--- config.mk ---
export PLATFORM = sky130hd
export DESIGN_NAME = alu_exec_unit
export DESIGN_NICKNAME = d
export VERILOG_FILES = /design/src/rtl/alu_exec_unit.sv
export SDC_FILE = /design/constraint.sdc
export NUM_CORES = 1
export LEC_CHECK = 0
export CAP_MARGIN = 20
export CORE_MARGIN = 1
export CORE_UTILIZATION = 30
export CTS_CLUSTER_DIAMETER = 60
export DETAILED_ROUTE_END_ITERATION = 7
export GPL_TIMING_DRIVEN = 1
export PLACE_DENSITY = 0.45
export SLEW_MARGIN = 15
export SYNTH_ARGS = -nofsm -noshare
export SYNTH_HDL_FRONTEND = slang
export SYNTH_SLANG_ARGS = --single-unit
export TNS_END_PERCENT = 1
--- constraint.sdc ---
create_clock -name clk_i -period 3.9 [get_ports clk_i]
set_input_delay 0.39 -clock clk_i [delete_from_list [all_inputs] [get_ports clk_i]]
set_output_delay 0.39 -clock clk_i [all_outputs]
set_load 0.01 [all_outputs]
--- src/rtl/alu_exec_unit.sv ---
// alu_exec_unit: multi-cycle integer execute unit with a valid/ready handshake.
// Single-cycle ops finish in one cycle. MUL is a 32-step shift-add, and shifts move one bit per cycle.
// Optional build macro ALU_FAST_SHIFT_EN replaces the iterative shift path with a
// one-cycle barrel shifter. The results are identical in both builds.
module alu_exec_unit #(
    parameter int XLEN    = 32,
    parameter int SHAMT_W = 5
) (
    input  logic            clk_i,
    input  logic            rst_n_i,
    input  logic            in_valid_i,
    output logic            in_ready_o,
    input  logic [3:0]      alu_op_i,
    input  logic            flag_i,
    input  logic            eq_i,
    input  logic [XLEN-1:0] src1_i,
    input  logic [XLEN-1:0] src2_i,
    output logic            out_valid_o,
    input  logic            out_ready_i,
    output logic [XLEN-1:0] result_o,
    output logic            taken_o
);

    localparam int CNT_W = SHAMT_W + 1;

    typedef enum logic [1:0] {IDLE, SHIFT, MUL, DONE} state_t;

    state_t            state_q, state_d;
    logic              eq_q, eq_d;
    logic [XLEN-1:0]   opa_q, opa_d;
    logic [XLEN-1:0]   opb_q, opb_d;
    logic [XLEN-1:0]   acc_q, acc_d;
    logic [XLEN-1:0]   result_q, result_d;
    logic              taken_q, taken_d;
    logic [CNT_W-1:0]  cnt_q, cnt_d;
    logic [SHAMT_W-1:0] shamt;
    logic [XLEN-1:0]   alu_res;
    logic [XLEN-1:0]   mul_acc;
    logic              is_mul;
`ifndef ALU_FAST_SHIFT_EN
    logic              left_q, left_d;
    logic              arith_q, arith_d;
    logic              is_shift;
    logic [XLEN-1:0]   shift_step;
`endif

    function automatic logic branch_taken(input logic eq, input logic [XLEN-1:0] r);
        return eq ? (r == '0) : (r != '0);
    endfunction

    assign shamt  = src2_i[SHAMT_W-1:0];
    assign is_mul = (alu_op_i == 4'b1000);
    assign mul_acc = acc_q + (opb_q[0] ? opa_q : '0);
`ifndef ALU_FAST_SHIFT_EN
    assign is_shift   = !alu_op_i[3] && (alu_op_i[1:0] == 2'b01);
    assign shift_step = left_q  ? {opa_q[XLEN-2:0], 1'b0} :
                        arith_q ? {opa_q[XLEN-1], opa_q[XLEN-1:1]} :
                                  {1'b0, opa_q[XLEN-1:1]};
`endif

    assign in_ready_o  = (state_q == IDLE);
    assign out_valid_o = (state_q == DONE);
    assign result_o    = result_q;
    assign taken_o     = taken_q;

    // Single-cycle result straight from the request inputs (shifts only when shamt is 0, or in the fast build).
    always_comb begin
        alu_res = '0;
        if (!alu_op_i[3]) begin
            case (alu_op_i[2:0])
                3'b000: alu_res = flag_i ? (src1_i - src2_i) : (src1_i + src2_i);
`ifdef ALU_FAST_SHIFT_EN
                3'b001: alu_res = src1_i << shamt;
                3'b101: begin
                    if (flag_i)
                        alu_res = $signed(src1_i) >>> shamt;
                    else
                        alu_res = src1_i >> shamt;
                end
`else
                3'b001: alu_res = src1_i;
                3'b101: alu_res = src1_i;
`endif
                3'b010: alu_res = {{(XLEN-1){1'b0}}, ($signed(src1_i) < $signed(src2_i))};
                3'b011: alu_res = {{(XLEN-1){1'b0}}, (src1_i < src2_i)};
                3'b100: alu_res = src1_i ^ src2_i;
                3'b110: alu_res = src1_i | src2_i;
                default: alu_res = src1_i & src2_i;
            endcase
        end
    end

    // Next-state and datapath update for the IDLE/SHIFT/MUL/DONE controller.
    always_comb begin
        state_d  = state_q;
        eq_d     = eq_q;
        opa_d    = opa_q;
        opb_d    = opb_q;
        acc_d    = acc_q;
        result_d = result_q;
        taken_d  = taken_q;
        cnt_d    = cnt_q;
`ifndef ALU_FAST_SHIFT_EN
        left_d   = left_q;
        arith_d  = arith_q;
`endif
        case (state_q)
            IDLE: begin
                if (in_valid_i) begin
                    eq_d  = eq_i;
                    opa_d = src1_i;
                    opb_d = src2_i;
                    acc_d = '0;
`ifndef ALU_FAST_SHIFT_EN
                    left_d  = (alu_op_i[2:0] == 3'b001);
                    arith_d = flag_i;
`endif
                    if (is_mul) begin
                        cnt_d   = CNT_W'(XLEN);
                        state_d = MUL;
                    end
`ifndef ALU_FAST_SHIFT_EN
                    else if (is_shift && (shamt != '0)) begin
                        cnt_d   = {1'b0, shamt};
                        state_d = SHIFT;
                    end
`endif
                    else begin
                        result_d = alu_res;
                        taken_d  = branch_taken(eq_i, alu_res);
                        state_d  = DONE;
                    end
                end
            end
            SHIFT: begin
`ifndef ALU_FAST_SHIFT_EN
                opa_d = shift_step;
                cnt_d = cnt_q - CNT_W'(1);
                if (cnt_q == CNT_W'(1)) begin
                    result_d = shift_step;
                    taken_d  = branch_taken(eq_q, shift_step);
                    state_d  = DONE;
                end
`else
                state_d = IDLE;
`endif
            end
            MUL: begin
                acc_d = mul_acc;
                opa_d = opa_q << 1;
                opb_d = opb_q >> 1;
                cnt_d = cnt_q - CNT_W'(1);
                if (cnt_q == CNT_W'(1)) begin
                    result_d = mul_acc;
                    taken_d  = branch_taken(eq_q, mul_acc);
                    state_d  = DONE;
                end
            end
            default: begin
                if (out_ready_i)
                    state_d = IDLE;
            end
        endcase
    end

    // State and datapath registers; synchronous reset aborts any operation in flight.
    always_ff @(posedge clk_i) begin
        if (!rst_n_i) begin
            state_q  <= IDLE;
            eq_q     <= 1'b0;
            opa_q    <= '0;
            opb_q    <= '0;
            acc_q    <= '0;
            result_q <= '0;
            taken_q  <= 1'b0;
            cnt_q    <= '0;
`ifndef ALU_FAST_SHIFT_EN
            left_q   <= 1'b0;
            arith_q  <= 1'b0;
`endif
        end else begin
            state_q  <= state_d;
            eq_q     <= eq_d;
            opa_q    <= opa_d;
            opb_q    <= opb_d;
            acc_q    <= acc_d;
            result_q <= result_d;
            taken_q  <= taken_d;
            cnt_q    <= cnt_d;
`ifndef ALU_FAST_SHIFT_EN
            left_q   <= left_d;
            arith_q  <= arith_d;
`endif
        end
    end

endmodule

==> impl_metrics.yaml, run 1 <==
status:
  violations: "negative setup slack"
  status: "finished with violations"
route:
  firstDrtPassIters: 5
  viasPerCell: 5.52
  vias: 17700
  drtIter0Drc: 1401
  routed_wl_um: 67100
  wl_per_cell_um: 20.9
  drc_errors: 0
  drt.antenna.violating_nets: 0
floorplan:
  die_area_um2: 49900
  die_h_um: 223
  core-area_um2: 48000
  io_pins: 109
  die_x_um: 223
  start_util: 0.306
  placementRows: 80
timing:
  period_share: 1.03
  layout_min_cycle_time_ns: 4.02
  layout_setup_ws_ns: -0.122
  maxSlewHeadroom: 0.373
  fmax_mhz: 249
  timing.hold.ws_ns: 0.334
  worst_pin_slew_ns: 0.940
  finalSetupViolCount: 1
  setup_tns_ns: -0.122
  hold_viol: 0
  finClkSkew_ns: 0.0170
  slew_violations: 0
  rsz0062_at_grt: "true"
flow_run:
  drv_cap: 0
synth:
  ys_warn_count: 0
  ys_seq_area_frac: 0.191
  ys_types: 81
  synth_area_um2: 14700
  yosysMostFrequentCell: "nor2_1"
  yosysTopAreaCell: "dfxtp_1"
  synth_commonest_cells: "238 x nor2_1, 208 x a21oi_1, 159 x nand2_1"
  synthArstFlopShare: 0
  postSynthAreaPerCell_um2: 7.12
  synth-edff-count: 0
  synthTopCellsByArea: "dfxtp_1 19%, ha_1 11%, a21oi_1 7.1%"
  ys_seq_elements: 140
  synth.top_cell.area_share: 0.191
  ys_dominant_reg_cell: "dfxtp_1"
  synth_cells: 2063
  synth_nets: 2274
setup_path:
  cp.required_ns: 4.27
  worst_setup_path_start_kind: "flop"
  endpoint_kind: "flop"
  r2r_slack_ns: -0.12
  critPathArrivalTime_ns: 4.39
  criticalPathCategory: "flop to flop"
  path_max_fanout: 2
place:
  dp.cells: 3170
  place_ws_ns: -0.883
  portBuffers: 108
  gp_congestion: 0.944
  dp_hpwl_um: 53100
clock_tree:
  clock_sinks: 140
  cts_tree: "done"
  clk_path_buf_depth: 2
  insertion_delay_ns: 0.49
  cts_hold_buf: 0
  cts_buffers: 17
  clk_pin_slew_worst_paths_ns: 0.06
  htree_levels: 4
  cts_root_buffer: "clkbuf_16"
power:
  pwr-share-comb: 0.636
  power.share.sequential: 0.212
  fin_total_pwr_mw: 10.7
  p_int_mw: 5.74
  switching_share: 0.463
  power_switching_mw: 4.94
  p_per_area_nw_per_um2: 497
  leakage_nw: 9.52
  ir_worst_vdd_mv: 0.419
  clkPwrFrac: 0.152
grt:
  grt.total_usage: 0.268
  antenna_found_initial: 0
  grt_pass1_wl_um: 103000
  grt_max_degree: 76
  grt_pass1_vias: 17200
  grt-ovfl-total: 0
final_layout:
  nets: 2799
  instances_no_fill: 3214
  diodes: 0
  area_growth_pct: 46.1
  drive_gt1_frac: 0.289
hold_path:
  hp-class: "input pin to flop"
critical path, cell delays in order, from the launching register on:
cell,delay (ns)
dfxtp_2,0.33
and2_1,0.15
ha_1,0.21
fa_2,0.36
a21o_1,0.21
nor3b_4,0.17
buf_4,0.13
or2_4,0.25
a211oi_2,0.29
xnor2_2,0.15
nor4_2,0.30
nand4b_1,0.26
nor4_2,0.22
and4_4,0.29
nor4b_2,0.06
a221o_1,0.31
a211o_1,0.22
through the flow:
stage / utilization / cell area (um2)
after floorplan: - / 14700
after global placement: 0.419 / 20100
after detailed placement: 0.419 / 20100
after CTS: 0.437 / 21000
after global routing: 0.447 / 21500
final: 0.447 / 21500
final cells by class:
type / count / area [um2]
tap: 615 / 769
multi-input combinational: 1640 / 11500
sequential: 140 / 2810
timing repair buffer: 671 / 5410
clock buffer: 20 / 447
clock inverter: 10 / 93.8
fill: 5053 / 26600
inverter: 118 / 445
logic make-up after synthesis:
group | after synthesis | synth area share
simple gates | 661 | 0.213
mux | 43 | 0.0320
fa+ha+maj | 137 | 0.118
flops | 140 | 0.191
xor+xnor | 40 | 0.0238
compound gates | 759 | 0.348
buf+inv | 283 | 0.0745
cells in the final DEF, fill, tap and decap left out, types with 8 or more instances in the layout:
cell type / count
buf_4: 551
ha_4: 13
xor2_1: 8
o21ai_0: 107
a221oi_1: 35
o21a_1: 11
nand4_1: 9
a21oi_1: 200
inv_1: 115
ha_1: 116
o211ai_1: 66
nor4_1: 29
nand3_1: 29
a221o_1: 20
nand2b_1: 14
clkdlybuf4s50_1: 102
a21o_1: 31
nand2_1: 159
dfxtp_1: 138
o31ai_1: 19
clkbuf_16: 17
or4_1: 8
o22ai_1: 11
a22oi_1: 49
mux2i_1: 11
nor3_1: 53
nor2_1: 234
a211oi_1: 46
nor2b_1: 13
and3_1: 10
a31oi_1: 25
o21bai_1: 10
a22o_1: 18
or3_1: 13
xnor2_1: 26
nor4_2: 8
and2_4: 9
mux2_2: 32
and2_1: 26
sequential cells by signal (all words and copies together), names as in the netlist:
| register | count |
|---|---|
| acc_q | 32 |
| arith_q | 1 |
| cnt_q | 6 |
| eq_q | 1 |
| left_q | 1 |
| opa_q | 32 |
| opb_q | 32 |
| result_o | 32 |
| state_q | 2 |
| taken_o | 1 |
worst paths after layout:
path           startpoint      endpoint  cells past startpoint
max              opa_q[0]       taken_o                     16
min                flag_i       arith_q                      3
max reg2reg      opa_q[0]       taken_o                     16
min reg2reg  result_o[20]  result_o[20]                      2
repair_timing:
action / in CTS / in global routing
endpoints found under the setup margin: 6 / 8
resized for setup: 57 / 82
pin swaps: 21 / 29
setup buffers: 6 / 7
routing by layer:
layer  up-vias  wire [um]  GRT usage
met5         -          0          0
met4         0       1330     0.0652
met3        79       2600     0.0348
met2       521      31500      0.451
met1      8483      31600      0.360
li1       8662          -          -
power groups by stage:
stage | combinational (mW) | sequential (mW) | clock [mW]
after floorplan | 3.55 | 2.40 | 0
after global placement | 6.50 | 2.26 | 0
after detailed placement | 6.52 | 2.28 | 0
after CTS | 6.63 | 2.26 | 1.68
after global routing | 7.39 | 2.33 | 1.72
final | 6.79 | 2.26 | 1.62
(Power assumes the default switching activity.)
==> inputs of run 2 (changes only) <==
- CORE_MARGIN: 1 -> default
==> results of run 2 <==
No change in the layout: final DEF, timing and power equal those of run 1.
==> inputs of run 3 (changes only) <==
- CORE_UTILIZATION: 30 -> 40
- PLACE_DENSITY: 0.45 -> 0.55
- clock period: 3.9 -> 5.09 ns (I/O delays scaled with it)
==> impl_metrics.yaml, run 3 (synthesis results as in run 1) <==
place:
  portBuffers: 108
  dpl_cell_area_um2: 16600
  dp.cells: 2587
  gp_congestion: 0.938
  dp_hpwl_um: 47100
timing:
  period_share: 0.899
  setup_tns_ns: 0
  finalSetupViolCount: 0
  finClkSkew_ns: 0.0122
  rsz0062_at_grt: "false"
  worst_pin_slew_ns: 0.942
  layout_min_cycle_time_ns: 4.58
  slew_violations: 0
  fmax_mhz: 219
  maxSlewHeadroom: 0.371
  hold_viol: 0
floorplan:
  io_pins: 109
  die_h_um: 194
  start_util: 0.410
  placementRows: 69
  die_x_um: 194
  core-area_um2: 35800
  die_area_um2: 37500
final_layout:
  layout_common_cells: "237 x nor2_1, 208 x a21oi_1, 159 x nand2_1"
  diodes: 0
  area_growth_pct: 17.0
  nets: 2356
  drive_gt1_frac: 0.0960
  instances_no_fill: 2618
  fill_cells: 3667
  design_area_um2: 17200
  mostFrequentLayoutCell: "nor2_1"
clock_tree:
  cts_buffers: 17
  clk_pin_slew_worst_paths_ns: 0.07
  cts_setup_buffers: 0
  cts_root_buffer: "clkbuf_16"
  cts_hold_buf: 0
  clock_sinks: 140
  cts_tree: "done"
  htree_levels: 4
  insertion_delay_ns: 0.45
  ctsResizeCount: 0
  clk_path_buf_depth: 2
grt:
  antenna_found_initial: 0
  grt.total_usage: 0.325
  grt_max_degree: 78
  grt-ovfl-total: 0
  grt_pass1_vias: 15600
  grt_pass1_wl_um: 94500
power:
  ir_worst_vdd_mv: 0.309
  p_per_area_nw_per_um2: 437
  leakage_nw: 7.15
route:
  wl_per_cell_um: 23.6
  vias: 16400
  routed_wl_um: 61800
  drtIter0Drc: 1383
  firstDrtPassIters: 5
  viasPerCell: 6.28
  drt.antenna.violating_nets: 0
  drc_errors: 0
setup_path:
  path_max_fanout: 16
  criticalPathCategory: "flop to flop"
  critPathArrivalTime_ns: 4.92
  endpoint_kind: "flop"
  worst_setup_path_start_kind: "flop"
  cp.required_ns: 5.44
hold_path:
  hp-class: "flop to flop"
flow_run:
  drv_cap: 0
status:
  status: "finished, final reports clean"
run 3: worst paths after layout:
| path | start | to | slack, ns | cells past startpoint |
|---|---|---|---|---|
| max | opb_q[0] | taken_o | 0.51 | 15 |
| max reg2reg | opb_q[0] | taken_o | 0.51 | 15 |
| min | result_o[12] | result_o[12] | 0.45 | 2 |
| min reg2reg | result_o[12] | result_o[12] | 0.45 | 2 |
run 3: power by group:
group | switching (mW) | internal (mW) | leakage, nW
logic | 2.68 | 1.63 | 5.73
registers | 0.404 | 1.50 | 1.15
clock network | 0.598 | 0.706 | 0.269
run 3: area by class of cell:
| type | instances | area [um2] | area share |
|---|---|---|---|
| Clock inverter | 10 | 108 | 0.00626 |
| Sequential cell | 140 | 2800 | 0.163 |
| Timing Repair Buffer | 228 | 1970 | 0.115 |
| Multi-Input combinational cell | 1640 | 10800 | 0.630 |
| Clock buffer | 21 | 460 | 0.0268 |
| Tap cell | 461 | 577 | 0.0336 |
| Inverter | 118 | 445 | 0.0259 |
run 3: routing by layer:
layer	routed length, um	up-vias	share of wire	track usage
met3	4180	83	0.068	0.0437
met1	28000	7899	0.45	0.445
li1	-	7791	-	-
met2	28200	670	0.46	0.528
met5	0	-	0	0
met4	1410	0	0.023	0.0951
run 3: metrics by stage:
stage / worst slack, ns / hold WS (ns) / util / total power, mW
floorplan: 1.24 / 0.437 / - / 4.56
finish: 0.514 / 0.453 / 0.480 / 7.51
global route: 0.238 / 0.472 / 0.480 / 8.03
global placement: 0.164 / 0.437 / 0.464 / 6.16
detailed placement: 0.149 / 0.447 / 0.464 / 6.15
CTS: 0.533 / 0.434 / 0.480 / 7.47
run 3: worst max-delay path, stage by stage, from the launching register on:
cell and delay, ns:
dfxtp_1 0.46, and2_1 0.21, ha_1 0.21, fa_1 0.43
a21o_1 0.21, nor3b_1 0.17, nor4b_2 0.47, nor2_1 0.16
a311oi_1 0.35, xnor2_1 0.19, or4_1 0.58, nor2_1 0.11
and4_1 0.27, nor4b_1 0.07, a221o_1 0.32, a211o_1 0.27
